File: config.mk
export PLATFORM = sky130hd
export DESIGN_NAME = state_reg_bank
export DESIGN_NICKNAME = d
export VERILOG_FILES = /design/src/rtl/state_reg_bank.sv
export SDC_FILE = /design/constraint.sdc
export NUM_CORES = 1
export LEC_CHECK = 0
export BUFFER_PORTS_ARGS = -buffer_cell sky130_fd_sc_hd__buf_2
export CAP_MARGIN = 15
export CORE_AREA = 2 2 254 256
export DETAILED_ROUTE_END_ITERATION = 6
export DIE_AREA = 0 0 256 258
export PLACE_DENSITY = 0.57
export SLEW_MARGIN = 20
export SYNTH_ARGS = -nofsm -noshare
export SYNTH_HDL_FRONTEND = slang
export SYNTH_SLANG_ARGS = --single-unit
File: constraint.sdc
create_clock -name clock_i -period 4.8 [get_ports clock_i]
set_input_delay 0.72 -clock clock_i [delete_from_list [all_inputs] [get_ports clock_i]]
set_output_delay 0.72 -clock clock_i [all_outputs]
set_load 0.01 [all_outputs]
File: src/rtl/state_reg_bank.sv
// rtl/state_reg_bank.sv - multi-word ASCON state register with per-word write ops and update counter
// Optional STATE_BANK_PARITY_EN adds a per-word even-parity bit and a registered parity_err_o.
module state_reg_bank #(
  parameter int                WIDTH    = 64,
  parameter int                NWORDS   = 5,
  parameter logic [WIDTH-1:0]  INIT_VAL = '0,
  parameter int                CNT_W    = 8
) (
  input  logic                      clock_i,
  input  logic                      resetb_i,
  input  logic [NWORDS-1:0]         en_i,
  input  logic [1:0]                op_i,
  input  logic [NWORDS*WIDTH-1:0]   d_i,
  input  logic                      cnt_clr_i,
  output logic [NWORDS*WIDTH-1:0]   q_o,
  output logic                      upd_o,
  output logic [CNT_W-1:0]          cnt_o
`ifdef STATE_BANK_PARITY_EN
  ,
  output logic                      parity_err_o
`endif
);

  typedef enum logic [1:0] {
    OP_LOAD  = 2'b00,
    OP_XOR   = 2'b01,
    OP_CLEAR = 2'b10,
    OP_INIT  = 2'b11
  } op_e;

  logic [WIDTH-1:0] r_q      [NWORDS];
  logic [WIDTH-1:0] w_q_next [NWORDS];
  logic             r_upd;
  logic [CNT_W-1:0] r_cnt;
  logic             w_write;
  logic             w_cnt_sat;
  op_e              w_op;

  assign w_op      = op_e'(op_i);
  assign w_write   = |en_i;
  assign w_cnt_sat = (r_cnt == {CNT_W{1'b1}});

  // Words without an enable keep their value whatever op_i/d_i carry.
  always_comb begin
    for (int k = 0; k < NWORDS; k++) begin
      w_q_next[k] = r_q[k];
      if (en_i[k]) begin
        case (w_op)
          OP_LOAD:  w_q_next[k] = d_i[k*WIDTH +: WIDTH];
          OP_XOR:   w_q_next[k] = r_q[k] ^ d_i[k*WIDTH +: WIDTH];
          OP_CLEAR: w_q_next[k] = '0;
          OP_INIT:  w_q_next[k] = INIT_VAL;
          default:  w_q_next[k] = r_q[k];
        endcase
      end
    end
  end

  always_ff @(posedge clock_i or negedge resetb_i) begin
    if (!resetb_i) begin
      for (int k = 0; k < NWORDS; k++) begin
        r_q[k] <= '0;
      end
    end else begin
      for (int k = 0; k < NWORDS; k++) begin
        r_q[k] <= w_q_next[k];
      end
    end
  end

  // Counter clear takes priority over a simultaneous write; saturates instead of wrapping.
  always_ff @(posedge clock_i or negedge resetb_i) begin
    if (!resetb_i) begin
      r_upd <= 1'b0;
      r_cnt <= '0;
    end else begin
      r_upd <= w_write;
      if (cnt_clr_i) begin
        r_cnt <= '0;
      end else if (w_write && !w_cnt_sat) begin
        r_cnt <= r_cnt + CNT_W'(1);
      end
    end
  end

  for (genvar g = 0; g < NWORDS; g++) begin : g_q_pack
    assign q_o[g*WIDTH +: WIDTH] = r_q[g];
  end

  assign upd_o = r_upd;
  assign cnt_o = r_cnt;

`ifdef STATE_BANK_PARITY_EN
  logic [NWORDS-1:0] r_par;
  logic [NWORDS-1:0] w_par_mismatch;
  logic              r_perr;

  always_comb begin
    for (int k = 0; k < NWORDS; k++) begin
      w_par_mismatch[k] = (^r_q[k]) ^ r_par[k];
    end
  end

  // Parity is computed from the value being written so it tracks the stored word.
  always_ff @(posedge clock_i or negedge resetb_i) begin
    if (!resetb_i) begin
      r_par  <= '0;
      r_perr <= 1'b0;
    end else begin
      for (int k = 0; k < NWORDS; k++) begin
        if (en_i[k]) begin
          r_par[k] <= ^w_q_next[k];
        end
      end
      r_perr <= |w_par_mismatch;
    end
  end

  assign parity_err_o = r_perr;
`endif

endmodule

==> results.txt, run 1 <==
Clock latency on the worst-skew pair = 0.54 ns
Max-Cap Viols = 0
Share of cells above drive strength 1 = 0.277
Seq/Total Area, Yosys = 0.447
Row cnt = 93
Largest net degree at the start of global routing = 123
Dpl hpwl = 40.6 mm
Reg2reg setup slack = 3.08 ns
Hold Path Class = input pin to asynchronous set/reset pin
Crit path capture type = flip-flop
Final setup violation count = 0
Pre-CTS setup slack = 2.19 ns
First-pass GRT wire length = 90.3 mm
Post-synth top flop = dfrtp_1
Fin crit share = 0.420
Reg2reg start = cnt_o[0]
Slew Viols, Final = 0
CTS tree = built
Routed WL per cell = 16.0 um
CTS clock-pin slew for the worst setup and hold paths = 0.06 ns
Setup TNS = 0 ns
Outcome = completed
Ports = 659
Area grow syn2layout = 29.7%
Vias = 16900
Global Route Usage Sum = 0.168
Drt first pass iters = 6
Worst setup SP type = input pin
Final Critical Period = 2.02 ns
Clock root cell = clkbuf_16
Synth area leader = dfrtp_1
Unrepaired setup endpoints after global routing = false
Die ar. = 66000 sq um
Final Total Pwr = 9080 uW
Relative slew slack = 0.310
Avg Inst Size Synth = 8.71 sq um
Top post-synthesis cells by count = 329 x dfrtp_1, 324 x nor2_1, 259 x inv_1
Vias in the first global route = 15600
Post-synth ARST share = 1.00
Number of enable flip-flop cells after synthesis = 0
Core Region = 63600 sq um
Area contributors post-synth = dfrtp_1 45%, xnor2_1 12%, a31oi_1 8.7%
Starting density of the core = 0.289
Clk sink count = 329
Iteration-0 DRC Markers = 1009
Yosys Warn Count = 0
Worst Path Required = 5.19 ns
Hold Buf Count CTS = 0
Synth Cell Area = 18400 sq um
Die Height = 258 um
Max frequency = 495 MHz
Final setup margin = 2.78 ns
Drt total wl = 57.5 mm
Power per Cell Area = 380 nW/um^2
Most common cell in the netlist = dfrtp_1
Initial antenna violation count = 9
Final Wtd Congestion = 0.817
Post-CTS Setup Bufs = 0
Mapped Cells = 2114
Kind of critical path = input pin to flip-flop
Residual DRC = 0
Synth top area share = 0.447
IR drop worst, VDD = 0.238 mV
CTS-repair resized insts = 0
Fillers = 6607
CTS Buffer Depth = 3
CP max FO = 96
Worst-case reg-to-reg path depth = 5
GRT overflow = 0
Post-DRT Antenna Nets = 0
CP arrival = 2.41 ns
Die Wd = 256 um
TritonCTS Buffers = 41
CTS H-Tree Depth = 2
Nets = 3027
Syn Nets = 2445
Final Skew = 0.00195 ns
Buffers added on ports = 658
Vias per cell = 4.72
Yosys cell types = 34
#FFs+latches synth = 329
LEAKAGE = 0.0111 uW
Slew @ Worst Pin = 1.03 ns
Fin. Hold Viols = 0
Hold Slack = 0.224 ns
Worst reg2reg endpoint = cnt_o[5]
-- through the flow --
stage | utilization | instances | area [sq um]
5_1_grt | 0.375 | 3587 | 23900
2_1_floorplan | - | 2114 | 18400
3_3_place_gp | 0.353 | 3508 | 22500
4_1_cts | 0.375 | 3583 | 23900
3_5_place_dp | 0.353 | 3508 | 22500
6_report | 0.375 | 3590 | 23900
-- state kept, by name (all words and copies together) (netlist names) --
register	count
q_o	320
cnt_o	8
upd_o	1
-- where the power goes --
group          total, uW  internal (uW)  leakage [uW]  switching [uW]
logic               2420           1020       0.00621            1390
registers           3460           3190       0.00423             269
clock network       3200           1940      0.000698            1260
total               9080           6160        0.0111            2920
-- placed cells by master, fill, tap and decap left out, drive strengths merged, types with 11 or more instances in the layout --
cell	netlist	final
buf	40	683
dfrtp	329	329
a21oi	70	70
o22ai	256	256
nand2	66	66
xor2	60	60
clkinv	0	11
inv	259	262
o2bb2ai	64	64
xnor2	256	256
a31oi	256	256
nor2	324	324
clkbuf	104	57
-- how the worst max path moves through the flow --
stage	from	end	slack [ns]	cells after the start
floorplan	en_i[0]	cnt_o[5]	2.90	6
global placement	op_i[0]	q_o[269]	2.22	6
detailed placement	op_i[0]	q_o[270]	2.19	6
CTS	cnt_o[3]	cnt_o[3]	2.81	1
global route	op_i[0]	q_o[310]	2.63	6
finish	op_i[0]	q_o[319]	2.78	6
-- layer usage --
metal / share of wire / vias to the layer above / wire length [um] / global-route usage
li1: - / 8486 / - / -
met1: 0.42 / 7868 / 24400 / 0.212
met2: 0.48 / 486 / 27500 / 0.279
met3: 0.071 / 89 / 4100 / 0.0479
met4: 0.024 / 8 / 1390 / 0.0484
met5: 0.00096 / - / 55 / 0
-- logic make-up after synthesis --
group | after synthesis | synth area share
AOI/OAI and AO/OA | 651 | 0.225
xor gates and xnor gates | 316 | 0.150
adders and majority gates | 1 | 0.000679
buffers and inverters | 403 | 0.0875
DFF | 329 | 0.447
muxes | 5 | 0.00279
and+or+nand+nor | 409 | 0.0862
-- layout make-up --
type / instances / area, sq um / area share
inverter: 259 / 972 / 0.0407
antenna: 7 / 17.5 / 0.000733
clock buffer: 57 / 1190 / 0.0497
timing repair buffer: 683 / 3630 / 0.152
tap: 855 / 1070 / 0.0448
multi-input combinational: 1382 / 8570 / 0.359
sequential: 329 / 8230 / 0.345
clock inverter: 18 / 205 / 0.00859
-- critical path, cell delays in order --
cell     delay (ns)
buf_8          0.64
buf_4          0.47
xnor2_1        0.16
nor2_1         0.06
a31oi_1        0.15
o22ai_1        0.10
Note: power is estimated with default switching activity, not from simulation.
==> run 2: changes to the inputs <==
Clock period 4.8 ns to 1.9 ns, I/O delays scaled along.
==> run 2 against run 1 <==
  * Global-route usage grew 0.48 points
  * Sequential cell count is the same
  * Sequential power grew to 2.5 times the previous value
  * Critical endpoint is now cnt_o[5]
  * Largest cell class unchanged
==> results.txt, run 2 (synthesized netlist as in run 1, its figures left out) <==
Iteration-0 DRC Markers = 1149
CP max FO = 5
Crit-path cells = ha_1 -> nand2_1 -> nor3_2 -> nor4_1 -> mux2_2
Critical path's largest stage delay = 0.41 ns
Crit path capture type = flip-flop
Fin. Hold Viols = 0
CTS tree = built
Ports = 659
Kind of critical path = flip-flop to flip-flop
Routed WL per cell = 16.3 um
Internal Power = 15300 uW
Die ar. = 66000 sq um
Outcome = completed
Vias = 17200
CP arrival = 2.08 ns
Initial antenna violation count = 13
Switching part of the total = 0.326
Most frequent cells in the layout = 651 x buf_2, 329 x dfrtp_1, 324 x nor2_1
Clock latency on the worst-skew pair = 0.55 ns
Fillers = 6554
First-pass GRT wire length = 92.1 mm
Final Wtd Congestion = 0.810
Drt first pass iters = 6
Reg2reg start = cnt_o[0]
Row cnt = 93
Hold Path Origin = d_i[51]
Worst Path Required = 2.34 ns
Vias in the first global route = 16000
IR drop worst, VDD = 0.536 mV
Worst setup SP type = flip-flop
Reg2reg setup slack = 0.26 ns
Area occupied by multi-input gates = 8570 sq um
Area grow syn2layout = 32.4%
CTS-repair resized insts = 0
Slowest cell on the critical path = dfrtp_1
Final setup violation count = 0
Clock root cell = clkbuf_16
Residual DRC = 0
Drt total wl = 59.1 mm
Hold path cells = 3
Combinational fraction of design power = 0.276
Largest net degree at the start of global routing = 129
Post-CTS Setup Bufs = 0
Global Route Usage Sum = 0.173
Largest register FFs = 320
Hold Path Class = input pin to flip-flop
Dpl hpwl = 42.8 mm
Psw = 7400 uW
TritonCTS Buffers = 40
Final Skew = 0.00518 ns
Sequential power share = 0.386
Vias per cell = 4.73
LEAKAGE = 0.0114 uW
Share of cells above drive strength 1 = 0.285
Max-Cap Viols = 0
Hold Slack = 0.0498 ns
Most common cell after layout, fill and taps aside = buf_2
Register Area = 8230 sq um
Slew Viols, Final = 0
Die Wd = 256 um
Post-DRT Antenna Nets = 0
Die Height = 258 um
Slew @ Worst Pin = 0.673 ns
Final Critical Period = 1.64 ns
CTS Buffer Depth = 3
Core Region = 63600 sq um
Worst-case reg-to-reg path depth = 5
Clk sink count = 329
Setup TNS = 0 ns
WHS Endpoint = q_o[51]
Clock Power Share = 0.338
Nets = 3073
Worst reg2reg endpoint = cnt_o[5]
CTS clock-pin slew for the worst setup and hold paths = 0.06 ns
Fin crit share = 0.864
Starting density of the core = 0.289
Relative slew slack = 0.551
Buffers added on ports = 658
GRT overflow = 0
Unrepaired setup endpoints after global routing = false
CTS H-Tree Depth = 2
Max frequency = 610 MHz
Power per Cell Area = 931 nW/um^2
## run 2: changes by cell type in the layout (fill, tap and decap cells not counted), sizes merged, moves of 2 or more
cell and delta:
buf +43, clkinv -6, clkbuf +5, bufinv -3, dlygate4sd3 +4, diode +2
## run 2: final cells by class
class | count | share of cell area
repair buffers | 730 | 0.173
well taps | 855 | 0.0439
flip-flops and latches | 329 | 0.338
clock buffers | 62 | 0.0499
clock inverters | 9 | 0.00329
multi-input cells | 1382 | 0.352
diodes | 9 | 0.000924
inverters | 259 | 0.0399
## run 2: critical path, delay by kind of cell (launching register included)
| family | cells | cell delay [ns] |
|---|---|---|
| DFF | 1 | 0.41 |
| muxes | 1 | 0.36 |
| and+or+nand+nor | 3 | 0.50 |
| adders and majority gates | 1 | 0.25 |
## run 2: worst max path at each step
stage                   from  endpoint  slack, ns  cells past startpoint
floorplan           cnt_o[0]  cnt_o[5]       0.31                      5
finish              cnt_o[0]  cnt_o[5]       0.26                      5
CTS                 cnt_o[0]  cnt_o[5]       0.26                      5
global route        cnt_o[0]  cnt_o[5]       0.14                      5
detailed placement  cnt_o[0]  cnt_o[5]       0.27                      5
global placement    cnt_o[0]  cnt_o[5]       0.30                      5
## run 2: power groups by stage
stage | clock network [uW] | registers (uW) | logic (uW)
3_3_place_gp | 0 | 8850 | 6240
2_1_floorplan | 0 | 9320 | 3150
5_1_grt | 8220 | 8900 | 6950
6_report | 7680 | 8750 | 6260
4_1_cts | 7920 | 8760 | 6310
3_5_place_dp | 0 | 8850 | 6290
## run 2: per-layer routing
metal	up-vias	track usage	part of all wire
li1	8570	-	-
met3	108	0.0452	0.065
met5	-	0	0.0010
met1	8001	0.214	0.42
met2	500	0.289	0.48
met4	10	0.0612	0.031
## run 2: metrics by stage
step           utilization  instance area [sq um]  power, uW  std cells  setup WS (ns)
3_3_place_gp         0.362                  23000      15100       3551          0.297
2_1_floorplan            -                  18400      12500       2114          0.312
5_1_grt              0.383                  24400      24100       3633          0.144
3_5_place_dp         0.362                  23000      15100       3551          0.271
6_report             0.383                  24400      22700       3635          0.259
4_1_cts              0.383                  24300      23000       3626          0.265
## run 2: timing repair
action / 4_1_cts / 5_1_grt
hold endpoints to repair: 41 / 0
setup endpoints to repair: 0 / 0
hold buffers: 4 / 0
==> run 3: changes to the inputs <==
Settings changed: PLACE_DENSITY 0.57 to 0.59.
==> run 3 against run 2 <==
  * The run now ends with DRC left
  * Non-clock buffer count shrank 14
  * Register-to-register slack lost 0.07 ns
  * Combinational power is essentially flat
  * Maximum frequency shrank 4.0%
==> results.txt, run 3 (synthesized netlist as in run 1, its figures left out) <==
Fillers = 6570
Clock latency on the worst-skew pair = 0.55 ns
Iteration-0 DRC Markers = 1019
Max frequency = 585 MHz
Dpl hpwl = 41.9 mm
Reg2reg start = cnt_o[0]
Combinational fraction of design power = 0.280
Share of cells above drive strength 1 = 0.281
Vias per cell = 4.72
First-pass GRT wire length = 89.9 mm
Hold Path Class = input pin to flip-flop
Relative slew slack = 0.605
Final setup violation count = 0
TritonCTS Buffers = 40
Drt total wl = 57.7 mm
Setup TNS = 0 ns
Largest register FFs = 320
CTS Buffer Depth = 3
Switching part of the total = 0.329
Kind of critical path = flip-flop to flip-flop
CP max FO = 7
Power per Cell Area = 920 nW/um^2
Worst setup SP type = flip-flop
Area occupied by multi-input gates = 8570 sq um
Most frequent cells in the layout = 651 x buf_2, 329 x dfrtp_1, 324 x nor2_1
Final Total Pwr = 22300 uW
LEAKAGE = 0.0113 uW
Register Area = 8230 sq um
GRT overflow = 0
Final Skew = 0.0116 ns
Initial antenna violation count = 10
Largest net degree at the start of global routing = 129
CTS tree = built
Clock root cell = clkbuf_16
Outcome = complete, but fails checks
Vias = 17100
Psw = 7320 uW
Die Wd = 256 um
Slew @ Worst Pin = 0.593 ns
Ports = 659
Clk sink count = 329
CTS clock-pin slew for the worst setup and hold paths = 0.06 ns
Core Region = 63600 sq um
Max-Cap Viols = 0
WP buf/inv = 0
Routed WL per cell = 16.0 um
Row cnt = 93
Most common cell after layout, fill and taps aside = buf_2
Crit path capture type = flip-flop
Hold Path Origin = d_i[51]
CTS H-Tree Depth = 2
Starting density of the core = 0.289
Crit-path cells = ha_1 -> nand2_1 -> nor3_2 -> nor4_1 -> mux2_2
Area grow syn2layout = 31.5%
Buffers added on ports = 658
Global Route Usage Sum = 0.167
Nets = 3059
Slowest cell on the critical path = dfrtp_1
Critical path's largest stage delay = 0.42 ns
Final Critical Period = 1.71 ns
Hold Buf Count CTS = 2
Slew Viols, Final = 0
Violated checks = DRC
Worst Path Required = 2.33 ns
Kind of cell adding the most delay to the critical path = simple AND/OR/NAND/NOR gates
Fin crit share = 0.900
Unrepaired setup endpoints after global routing = false
IR drop worst, VDD = 0.586 mV
Die ar. = 66000 sq um
Fin. Hold Viols = 0
Inst Count DP = 3539
Sequential power share = 0.393
CTS-repair resized insts = 0
Final Wtd Congestion = 0.825
Post-DRT Antenna Nets = 0
Die Height = 258 um
Internal Power = 15000 uW
Clock Power Share = 0.328
Start point of the critical path = cnt_o[0]
Post-CTS Setup Bufs = 0
CP arrival = 2.14 ns
Residual DRC = 1
Layout Cells excl Fill = 3615
Vias in the first global route = 15900
Drt first pass iters = 7
run 3: worst min-delay path: cells and delay by family:
| kind | cells | cell delay (ns) |
|---|---|---|
| AOI/OAI and AO/OA | 2 | 0.18 |
| buffers and inverters | 1 | 0.09 |
run 3: metrics by stage:
| step | util | cell area [sq um] | hold WS, ns | worst slack [ns] |
|---|---|---|---|---|
| 4_1_cts | 0.380 | 24200 | 0.00924 | 0.192 |
| 2_1_floorplan | - | 18400 | -0.0106 | 0.312 |
| 3_3_place_gp | 0.361 | 23000 | 0.198 | 0.165 |
| 6_report | 0.380 | 24200 | 0.0492 | 0.190 |
| 5_1_grt | 0.380 | 24200 | 0.0384 | 0.0534 |
| 3_5_place_dp | 0.361 | 23000 | 0.199 | 0.140 |
run 3: path summary, 6_finish.rpt:
path	to	cells after the start	slack [ns]
worst max-delay path	cnt_o[5]	5	0.19
worst min-delay path	q_o[51]	3	0.05
worst max register to register	cnt_o[5]	5	0.19
worst min register to register	q_o[54]	1	0.53
max in group asynchronous	q_o[116]	4	0.90
min in group asynchronous	q_o[162]	2	0.24
run 3: final cells by class:
type	instances	area share
sequential	329	0.340
inverter	259	0.0401
clock buffer	56	0.0455
clock inverter	12	0.00439
antenna	6	0.000620
multi-input combinational	1382	0.354
timing repair buffer	716	0.171
tap	855	0.0442
run 3: power groups by stage:
stage	Clock, uW	Sequential, uW	Combinational [uW]
finish	7300	8750	6230
global route	7800	8900	6920
CTS	7560	8760	6280
detailed placement	0	8860	6270
global placement	0	8850	6190
floorplan	0	9320	3150
run 3: per-layer routing:
layer | track usage | vias up | wire (um)
met5 | 0 | - | 33
met4 | 0.0583 | 6 | 1810
met3 | 0.0464 | 104 | 3940
met2 | 0.281 | 508 | 27700
met1 | 0.205 | 7907 | 24300
li1 | - | 8527 | -
